$ cat src/rtl/vt52_pkg.sv
// vt52_pkg: shared constants for the text video buffer writer.
//   Text area geometry, fill code, control codes, FSM state encodings
//   and a helper that maps (row, col) to an absolute byte address.
package vt52_pkg;

  localparam logic [12:0] TEXT_BASE = 13'd160;
  localparam logic [12:0] COLS      = 13'd80;
  localparam logic [6:0]  COL_LAST  = 7'd79;
  localparam logic [5:0]  ROWS_24   = 6'd24;
  localparam logic [5:0]  ROWS_38   = 6'd38;
  localparam logic [7:0]  FILL_CHAR = 8'h20;

  localparam logic [7:0]  CH_BS = 8'h08;
  localparam logic [7:0]  CH_LF = 8'h0A;
  localparam logic [7:0]  CH_FF = 8'h0C;
  localparam logic [7:0]  CH_CR = 8'h0D;

  localparam logic [2:0]  ST_IDLE   = 3'd0;
  localparam logic [2:0]  ST_PUT    = 3'd1;
  localparam logic [2:0]  ST_SCR_RD = 3'd2;
  localparam logic [2:0]  ST_SCR_WR = 3'd3;
  localparam logic [2:0]  ST_FILL   = 3'd4;
  localparam logic [2:0]  ST_DONE   = 3'd5;

  function automatic logic [12:0] text_addr(input logic [5:0] row, input logic [6:0] col);
    return TEXT_BASE + ({7'd0, row} * COLS) + {6'd0, col};
  endfunction

  function automatic logic [5:0] last_row(input logic lmode);
    return lmode ? (ROWS_38 - 6'd1) : (ROWS_24 - 6'd1);
  endfunction

endpackage

$ cat src/rtl/wb_master_port.sv
// wb_master_port: single-transfer Wishbone master engine.
//   A request is taken when the port is idle; cyc/stb stay high until
//   ack is sampled, then drop for at least one cycle while done_o pulses.
// Ports:
//   clk50mhz, wb_rst_i         clock, async active-high reset
//   req_i/we_i/adr_i/dat_i/sel_i  transfer request (latched on accept)
//   done_o                     one-cycle pulse after ack; rdata_o holds read data
//   wb_*                       Wishbone master signals
module wb_master_port
  import vt52_pkg::*;
(
  input  logic        clk50mhz,
  input  logic        wb_rst_i,
  input  logic        req_i,
  input  logic        we_i,
  input  logic [12:0] adr_i,
  input  logic [15:0] dat_i,
  input  logic [1:0]  sel_i,
  output logic        done_o,
  output logic [15:0] rdata_o,
  output logic [15:0] wb_adr_o,
  output logic [15:0] wb_dat_o,
  input  logic [15:0] wb_dat_i,
  output logic        wb_cyc_o,
  output logic        wb_stb_o,
  output logic        wb_we_o,
  output logic [1:0]  wb_sel_o,
  input  logic        wb_ack_i
);

  logic        act_q, act_d;
  logic        we_q, we_d;
  logic [12:0] adr_q, adr_d;
  logic [15:0] dat_q, dat_d;
  logic [1:0]  sel_q, sel_d;
  logic        done_q, done_d;
  logic [15:0] rdata_q, rdata_d;

  always_comb begin
    act_d   = act_q;
    we_d    = we_q;
    adr_d   = adr_q;
    dat_d   = dat_q;
    sel_d   = sel_q;
    done_d  = 1'b0;
    rdata_d = rdata_q;
    if (act_q) begin
      // ack outside an active strobe never reaches this branch
      if (wb_ack_i) begin
        act_d   = 1'b0;
        done_d  = 1'b1;
        rdata_d = wb_dat_i;
      end
    end else if (req_i) begin
      act_d = 1'b1;
      we_d  = we_i;
      adr_d = adr_i;
      dat_d = dat_i;
      sel_d = sel_i;
    end
  end

  always_ff @(posedge clk50mhz or posedge wb_rst_i) begin
    if (wb_rst_i) begin
      act_q   <= 1'b0;
      we_q    <= 1'b0;
      adr_q   <= '0;
      dat_q   <= '0;
      sel_q   <= '0;
      done_q  <= 1'b0;
      rdata_q <= '0;
    end else begin
      act_q   <= act_d;
      we_q    <= we_d;
      adr_q   <= adr_d;
      dat_q   <= dat_d;
      sel_q   <= sel_d;
      done_q  <= done_d;
      rdata_q <= rdata_d;
    end
  end

  assign done_o   = done_q;
  assign rdata_o  = rdata_q;
  assign wb_adr_o = {3'b000, adr_q};
  assign wb_dat_o = dat_q;
  assign wb_cyc_o = act_q;
  assign wb_stb_o = act_q;
  assign wb_we_o  = we_q;
  assign wb_sel_o = sel_q;

endmodule

$ cat src/rtl/vram_text_writer.sv
// vram_text_writer: turns a character stream into Wishbone writes to the
//   text video buffer, tracks the cursor, runs CR/LF/BS/FF and scrolls by
//   copying rows through the bus.
// Ports:
//   clk50mhz, wb_rst_i        clock, async active-high reset
//   ch_i, ch_valid_i, ch_ready_o  character stream handshake
//   lmode                     0: 24 text rows, 1: 38 text rows
//   cursor_o                  absolute byte address of the cursor
//   busy_o                    inverse of ch_ready_o
//   wb_*                      Wishbone master to the VGA text adapter
//
// state     | meaning
// IDLE      | ready for a character
// PUT       | writing one printable byte at the cursor
// SCR_RD    | scroll: reading word at a
// SCR_WR    | scroll: writing that word one row up
// FILL      | writing fill words from a to end
// DONE      | publishing the new cursor address
module vram_text_writer
  import vt52_pkg::*;
(
  input  logic        clk50mhz,
  input  logic        wb_rst_i,
  input  logic [7:0]  ch_i,
  input  logic        ch_valid_i,
  output logic        ch_ready_o,
  input  logic        lmode,
  output logic [12:0] cursor_o,
  output logic        busy_o,
  output logic [15:0] wb_adr_o,
  output logic [15:0] wb_dat_o,
  input  logic [15:0] wb_dat_i,
  output logic        wb_cyc_o,
  output logic        wb_stb_o,
  output logic        wb_we_o,
  output logic [1:0]  wb_sel_o,
  input  logic        wb_ack_i
);

  logic [2:0]  state_q, state_d;
  logic [6:0]  col_q, col_d;
  logic [5:0]  row_q, row_d;
  logic [12:0] cursor_q, cursor_d;
  logic        lmode_q, lmode_d;
  logic [7:0]  ch_q, ch_d;
  logic [12:0] a_q, a_d;
  logic [12:0] end_q, end_d;
  logic        wait_q, wait_d;

  logic        req;
  logic        bus_we;
  logic [12:0] bus_adr;
  logic [15:0] bus_dat;
  logic [1:0]  bus_sel;
  logic        done;
  logic [15:0] rdata;
  logic [5:0]  eff_row;
  logic [5:0]  last;

  always_comb begin
    state_d  = state_q;
    col_d    = col_q;
    row_d    = row_q;
    cursor_d = cursor_q;
    lmode_d  = lmode_q;
    ch_d     = ch_q;
    a_d      = a_q;
    end_d    = end_q;
    wait_d   = wait_q;
    req      = 1'b0;
    bus_we   = 1'b1;
    bus_adr  = a_q;
    bus_dat  = {FILL_CHAR, FILL_CHAR};
    bus_sel  = 2'b11;
    // a row left beyond the 24-row area by a 38->24 switch is pulled back in
    eff_row  = (!lmode && (row_q > last_row(1'b0))) ? last_row(1'b0) : row_q;
    last     = last_row(lmode_q);

    case (state_q)
      ST_IDLE: begin
        if (ch_valid_i) begin
          lmode_d = lmode;
          row_d   = eff_row;
          ch_d    = ch_i;
          case (ch_i)
            CH_CR: begin
              col_d   = 7'd0;
              state_d = ST_DONE;
            end
            CH_BS: begin
              if (col_q != 7'd0) col_d = col_q - 7'd1;
              state_d = ST_DONE;
            end
            CH_LF: begin
              if (eff_row < last_row(lmode)) begin
                row_d   = eff_row + 6'd1;
                state_d = ST_DONE;
              end else begin
                a_d     = TEXT_BASE + COLS;
                state_d = ST_SCR_RD;
              end
            end
            CH_FF: begin
              col_d   = 7'd0;
              row_d   = 6'd0;
              a_d     = TEXT_BASE;
              end_d   = text_addr(last_row(lmode), COL_LAST - 7'd1);
              state_d = ST_FILL;
            end
            default: begin
              a_d     = text_addr(eff_row, col_q);
              state_d = ST_PUT;
            end
          endcase
        end
      end
      ST_PUT: begin
        bus_dat = {ch_q, ch_q};
        bus_sel = a_q[0] ? 2'b10 : 2'b01;
        req     = !wait_q;
        if (!wait_q) begin
          wait_d = 1'b1;
        end else if (done) begin
          wait_d = 1'b0;
          if (col_q == COL_LAST) begin
            col_d = 7'd0;
            if (row_q < last) begin
              row_d   = row_q + 6'd1;
              state_d = ST_DONE;
            end else begin
              a_d     = TEXT_BASE + COLS;
              state_d = ST_SCR_RD;
            end
          end else begin
            col_d   = col_q + 7'd1;
            state_d = ST_DONE;
          end
        end
      end
      ST_SCR_RD: begin
        bus_we = 1'b0;
        req    = !wait_q;
        if (!wait_q) begin
          wait_d = 1'b1;
        end else if (done) begin
          wait_d  = 1'b0;
          state_d = ST_SCR_WR;
        end
      end
      ST_SCR_WR: begin
        bus_adr = a_q - COLS;
        bus_dat = rdata;
        req     = !wait_q;
        if (!wait_q) begin
          wait_d = 1'b1;
        end else if (done) begin
          wait_d = 1'b0;
          if (a_q == text_addr(last, COL_LAST - 7'd1)) begin
            a_d     = text_addr(last, 7'd0);
            end_d   = text_addr(last, COL_LAST - 7'd1);
            state_d = ST_FILL;
          end else begin
            a_d     = a_q + 13'd2;
            state_d = ST_SCR_RD;
          end
        end
      end
      ST_FILL: begin
        req = !wait_q;
        if (!wait_q) begin
          wait_d = 1'b1;
        end else if (done) begin
          wait_d = 1'b0;
          if (a_q == end_q) state_d = ST_DONE;
          else              a_d     = a_q + 13'd2;
        end
      end
      ST_DONE: begin
        cursor_d = text_addr(row_q, col_q);
        state_d  = ST_IDLE;
      end
      default: state_d = ST_IDLE;
    endcase
  end

  always_ff @(posedge clk50mhz or posedge wb_rst_i) begin
    if (wb_rst_i) begin
      state_q  <= ST_IDLE;
      col_q    <= '0;
      row_q    <= '0;
      cursor_q <= TEXT_BASE;
      lmode_q  <= 1'b0;
      ch_q     <= '0;
      a_q      <= '0;
      end_q    <= '0;
      wait_q   <= 1'b0;
    end else begin
      state_q  <= state_d;
      col_q    <= col_d;
      row_q    <= row_d;
      cursor_q <= cursor_d;
      lmode_q  <= lmode_d;
      ch_q     <= ch_d;
      a_q      <= a_d;
      end_q    <= end_d;
      wait_q   <= wait_d;
    end
  end

  wb_master_port u_port (
    .clk50mhz (clk50mhz),
    .wb_rst_i (wb_rst_i),
    .req_i    (req),
    .we_i     (bus_we),
    .adr_i    (bus_adr),
    .dat_i    (bus_dat),
    .sel_i    (bus_sel),
    .done_o   (done),
    .rdata_o  (rdata),
    .wb_adr_o (wb_adr_o),
    .wb_dat_o (wb_dat_o),
    .wb_dat_i (wb_dat_i),
    .wb_cyc_o (wb_cyc_o),
    .wb_stb_o (wb_stb_o),
    .wb_we_o  (wb_we_o),
    .wb_sel_o (wb_sel_o),
    .wb_ack_i (wb_ack_i)
  );

  assign ch_ready_o = (state_q == ST_IDLE);
  assign busy_o     = ~ch_ready_o;
  assign cursor_o   = cursor_q;

endmodule

$ cat config.mk
export PLATFORM = sky130hd
export DESIGN_NAME = vram_text_writer
export DESIGN_NICKNAME = d
export VERILOG_FILES = /design/src/rtl/vt52_pkg.sv /design/src/rtl/wb_master_port.sv /design/src/rtl/vram_text_writer.sv
export SDC_FILE = /design/constraint.sdc
export NUM_CORES = 1
export LEC_CHECK = 0
export BUFFER_PORTS_ARGS = -buffer_cell sky130_fd_sc_hd__clkbuf_2
export CORE_MARGIN = 2
export CORE_UTILIZATION = 58
export CTS_BUF_LIST = sky130_fd_sc_hd__clkbuf_8
export DETAILED_ROUTE_END_ITERATION = 7
export PLACE_DENSITY = 0.8
export SLEW_MARGIN = 10
export SYNTH_ARGS = -nofsm -noshare
export SYNTH_HDL_FRONTEND = slang
export SYNTH_HIERARCHICAL = 1
export SYNTH_SLANG_ARGS = --single-unit
$ cat constraint.sdc
create_clock -name clk50mhz -period 3.6 [get_ports clk50mhz]
set_input_delay 0.72 -clock clk50mhz [delete_from_list [all_inputs] [get_ports clk50mhz]]
set_output_delay 0.72 -clock clk50mhz [all_outputs]
set_load 0.02 [all_outputs]
==> results.md <==
- Final setup TNS: 0 ns
- Worst-path clk slew: 0.10 ns
- Number of port buffers: 77
- All-Layer GR Usage: 27.26%
- Die W: 113.5 um
- Post-synth EDFFs: 0
- Largest family of logic cells by synthesized area: compound AO/OA/AOI/OAI gates
- ANT nets after route: 0
- WL/cell: 18.19 um
- Synthesized flop and latch total: 104
- Synth Area in XOR/XNOR: 3.146%
- PnR Total Power: 0.008292 W
- Leak: 3.677 nW
- RSZ-0062 raised after global routing: no
- Layout cells sized above 1: 23.69%
- Crit path DAT: 3.64 ns
- Post-synthesis cell count: 726
- Die ar.: 12890 um2
- Die H: 113.5 um
- Async S/R FF share, synth: 100.0%
- Gr ovfl total: 0
- Post-Synth Simple-Gate Area: 15.73%
- Slew Limit Fails: 0
- Area delta synth->final: 9.779%
- Peak Freq: 301.3 MHz
- Initial antenna violation count: 0
- Post-CTS setup buffer count: 0
- Status: complete, no violations
- First-pass GRT wire length: 28280 um
- HPWL Detailed: 12940 um
- DR vias/cell: 6.129
- HP Class: in -> async
- Skew final: 0.01545 ns
- Register Area: 2605 um2
- Vias: 5816
- Final Hold Vio Count: 0
- Post-synth top area share: 36.67%
- CTS max path bufs: 2
- Post-Route WL: 17270 um
- CORE AREA: 11860 um2
- Root Buffer: clkbuf_8
- Pre-CTS setup slack: 0.01819 ns
- Top FF cell, synth: dfrtp_1
- Post-synthesis adder-cell area fraction: 8.700%
- Clock sinks: 104
- Initial core utilization: 58.68%
- Clock Latency Late Sink: 0.40 ns
- Netlist cell types: 79
- Final worst path period need: 3.319 ns
- Worst slew pin tran: 1.048 ns
- Std cell rows: 40
- Commonest non-fill, non-tap cells in the layout: dfrtp_1, nand2_1, clkbuf_2, a21oi_1, inv_1
- Relative slew slack: 30.01%
- # setup viols final: 0
- Max Cap Viol: 0
- Residual DRC: 0
- Multi-input gate area: 3929 um2
- CP Launch Type: flop
- TritonCTS buffer count: 9
- Gpl congestion: 0.9578
- Diodes inserted: 0
- Sequential share of the synthesized area: 37.43%
- Largest net degree at the start of global routing: 51
- Post-layout utilization of the core: 64.42%
- Synth Area in Compound Gates: 17.60%
- Syn avg cell area: 9.587 um2
- Top Ports: 81
- Filler cell count in the final layout: 999
- Top cells by area, synth: dfrtp_1, ha_1, mux2_4
- PD cells: 1085 nW/um2
- Period Utilization, post-route: 92.20%
- Number of global-route vias before repair: 5774
- Layout Nets: 872
- Req. time, crit path: 3.92 ns
- Mux cell area share after synthesis: 10.93%
- Setup CP Type: reg -> reg
- First DRT Iteration DRCs: 488
- Worst vdd ir: 0.6832 mV
- Final worst slack: 0.2807 ns
- Area leader, netlist: dfrtp_1
- YS warnings: 6
- CTS tree: yes
- CTS resizes: 0
- R2R cell count: 14
- DR pass1 iterations: 7
- # hold bufs at CTS: 0
- CP Max Fanout: 3
- Critical path capture point type: flop
- Most common cell after layout, fill and taps aside: dfrtp_1
- Cell area after synthesis: 6960 um2
- H-tree levels: 3
- WHS: 0.4092 ns
## where the power goes
group	total, W	switching [W]	internal (W)
Clock	0.000783	0.000434	0.000349
Combinational	0.00527	0.00295	0.00233
Sequential	0.00224	0.000556	0.00168
## synthesized netlist by cell type (8+ instances only)
master    instances
o21ai_0          37
nand2_1          92
o31ai_1          11
mux2_2           24
xnor2_1          13
nor2_1           36
a21o_1           11
a211oi_1         11
nor3_1           17
dfrtp_1         102
clkbuf_1         15
nand3_1          15
ha_1             42
xor2_1           12
mux2_4           30
inv_1            45
a31oi_1           8
a21oi_1          49
## per-layer routing
layer	up-vias	part of all wire (%)	global-route usage, %
met5	-	0	0
met1	2809	44	36.75
met4	0	2.2	9.675
li1	2731	-	-
met3	43	6.3	5.685
met2	233	47	43.87
## through the flow
step	area [um2]	cells
after global placement	7430	933
after global routing	7641	949
final	7641	949
after CTS	7641	949
after floorplan	6968	728
after detailed placement	7430	933
## kinds of logic (layout without fill, tap and decap cells)
family | after synthesis | count (layout)
AOI/OAI and AO/OA | 185 | 185
xor gates and xnor gates | 25 | 25
muxes | 58 | 58
other | 1 | 3
DFF | 104 | 104
adders and majority gates | 46 | 46
and+or+nand+nor | 222 | 222
buffers and inverters | 85 | 159
## layout make-up
type                    count  share of cell area, %
clock buffers              10                  1.801
clock inverters             6                 0.9661
inverters                  45                  2.211
multi-input cells         539                  51.42
flip-flops and latches    104                  34.09
well taps                 147                  2.407
repair buffers             98                  7.107
## path summary, 6_finish.rpt
path                               endpoint      from  slack, ns
worst max-delay path                a_q[12]  row_q[3]       0.28
worst min-delay path                 a_q[2]  wb_rst_i       0.41
worst max register to register      a_q[12]  row_q[3]       0.28
worst min register to register      ch_q[3]   ch_q[3]       0.49
max in group asynchronous       cursor_o[7]  wb_rst_i       2.33
min in group clk50mhz               ch_q[3]   ch_q[3]       0.49
## flip-flops by register name, summed over array words and instances, names as in the netlist
| signal | count |
|---|---|
| row_q | 6 |
| ch_q | 8 |
| u_port/done_o | 1 |
| u_port/wb_we_o | 1 |
| wait_q | 1 |
| col_q | 7 |
| u_port/adr_q | 13 |
| state_q | 3 |
| end_q | 2 |
| lmode_q | 1 |
| cursor_o | 13 |
| u_port/wb_dat_o | 16 |
| u_port/wb_sel_o | 2 |
| u_port/wb_cyc_o | 1 |
| a_q | 13 |
| u_port/rdata_o | 16 |
## critical path, stage by stage (launching register included)
cell,delay (ns)
dfrtp_1,0.39
a21oi_1,0.24
nor2_1,0.11
nor2_1,0.21
inv_1,0.11
ha_1,0.31
ha_1,0.22
fa_1,0.44
ha_1,0.31
o21ai_0,0.08
nor2_1,0.12
o21ai_0,0.15
o32ai_1,0.30
a21oi_1,0.11
o21ai_0,0.15
Note: power is estimated with default switching activity, not from simulation.
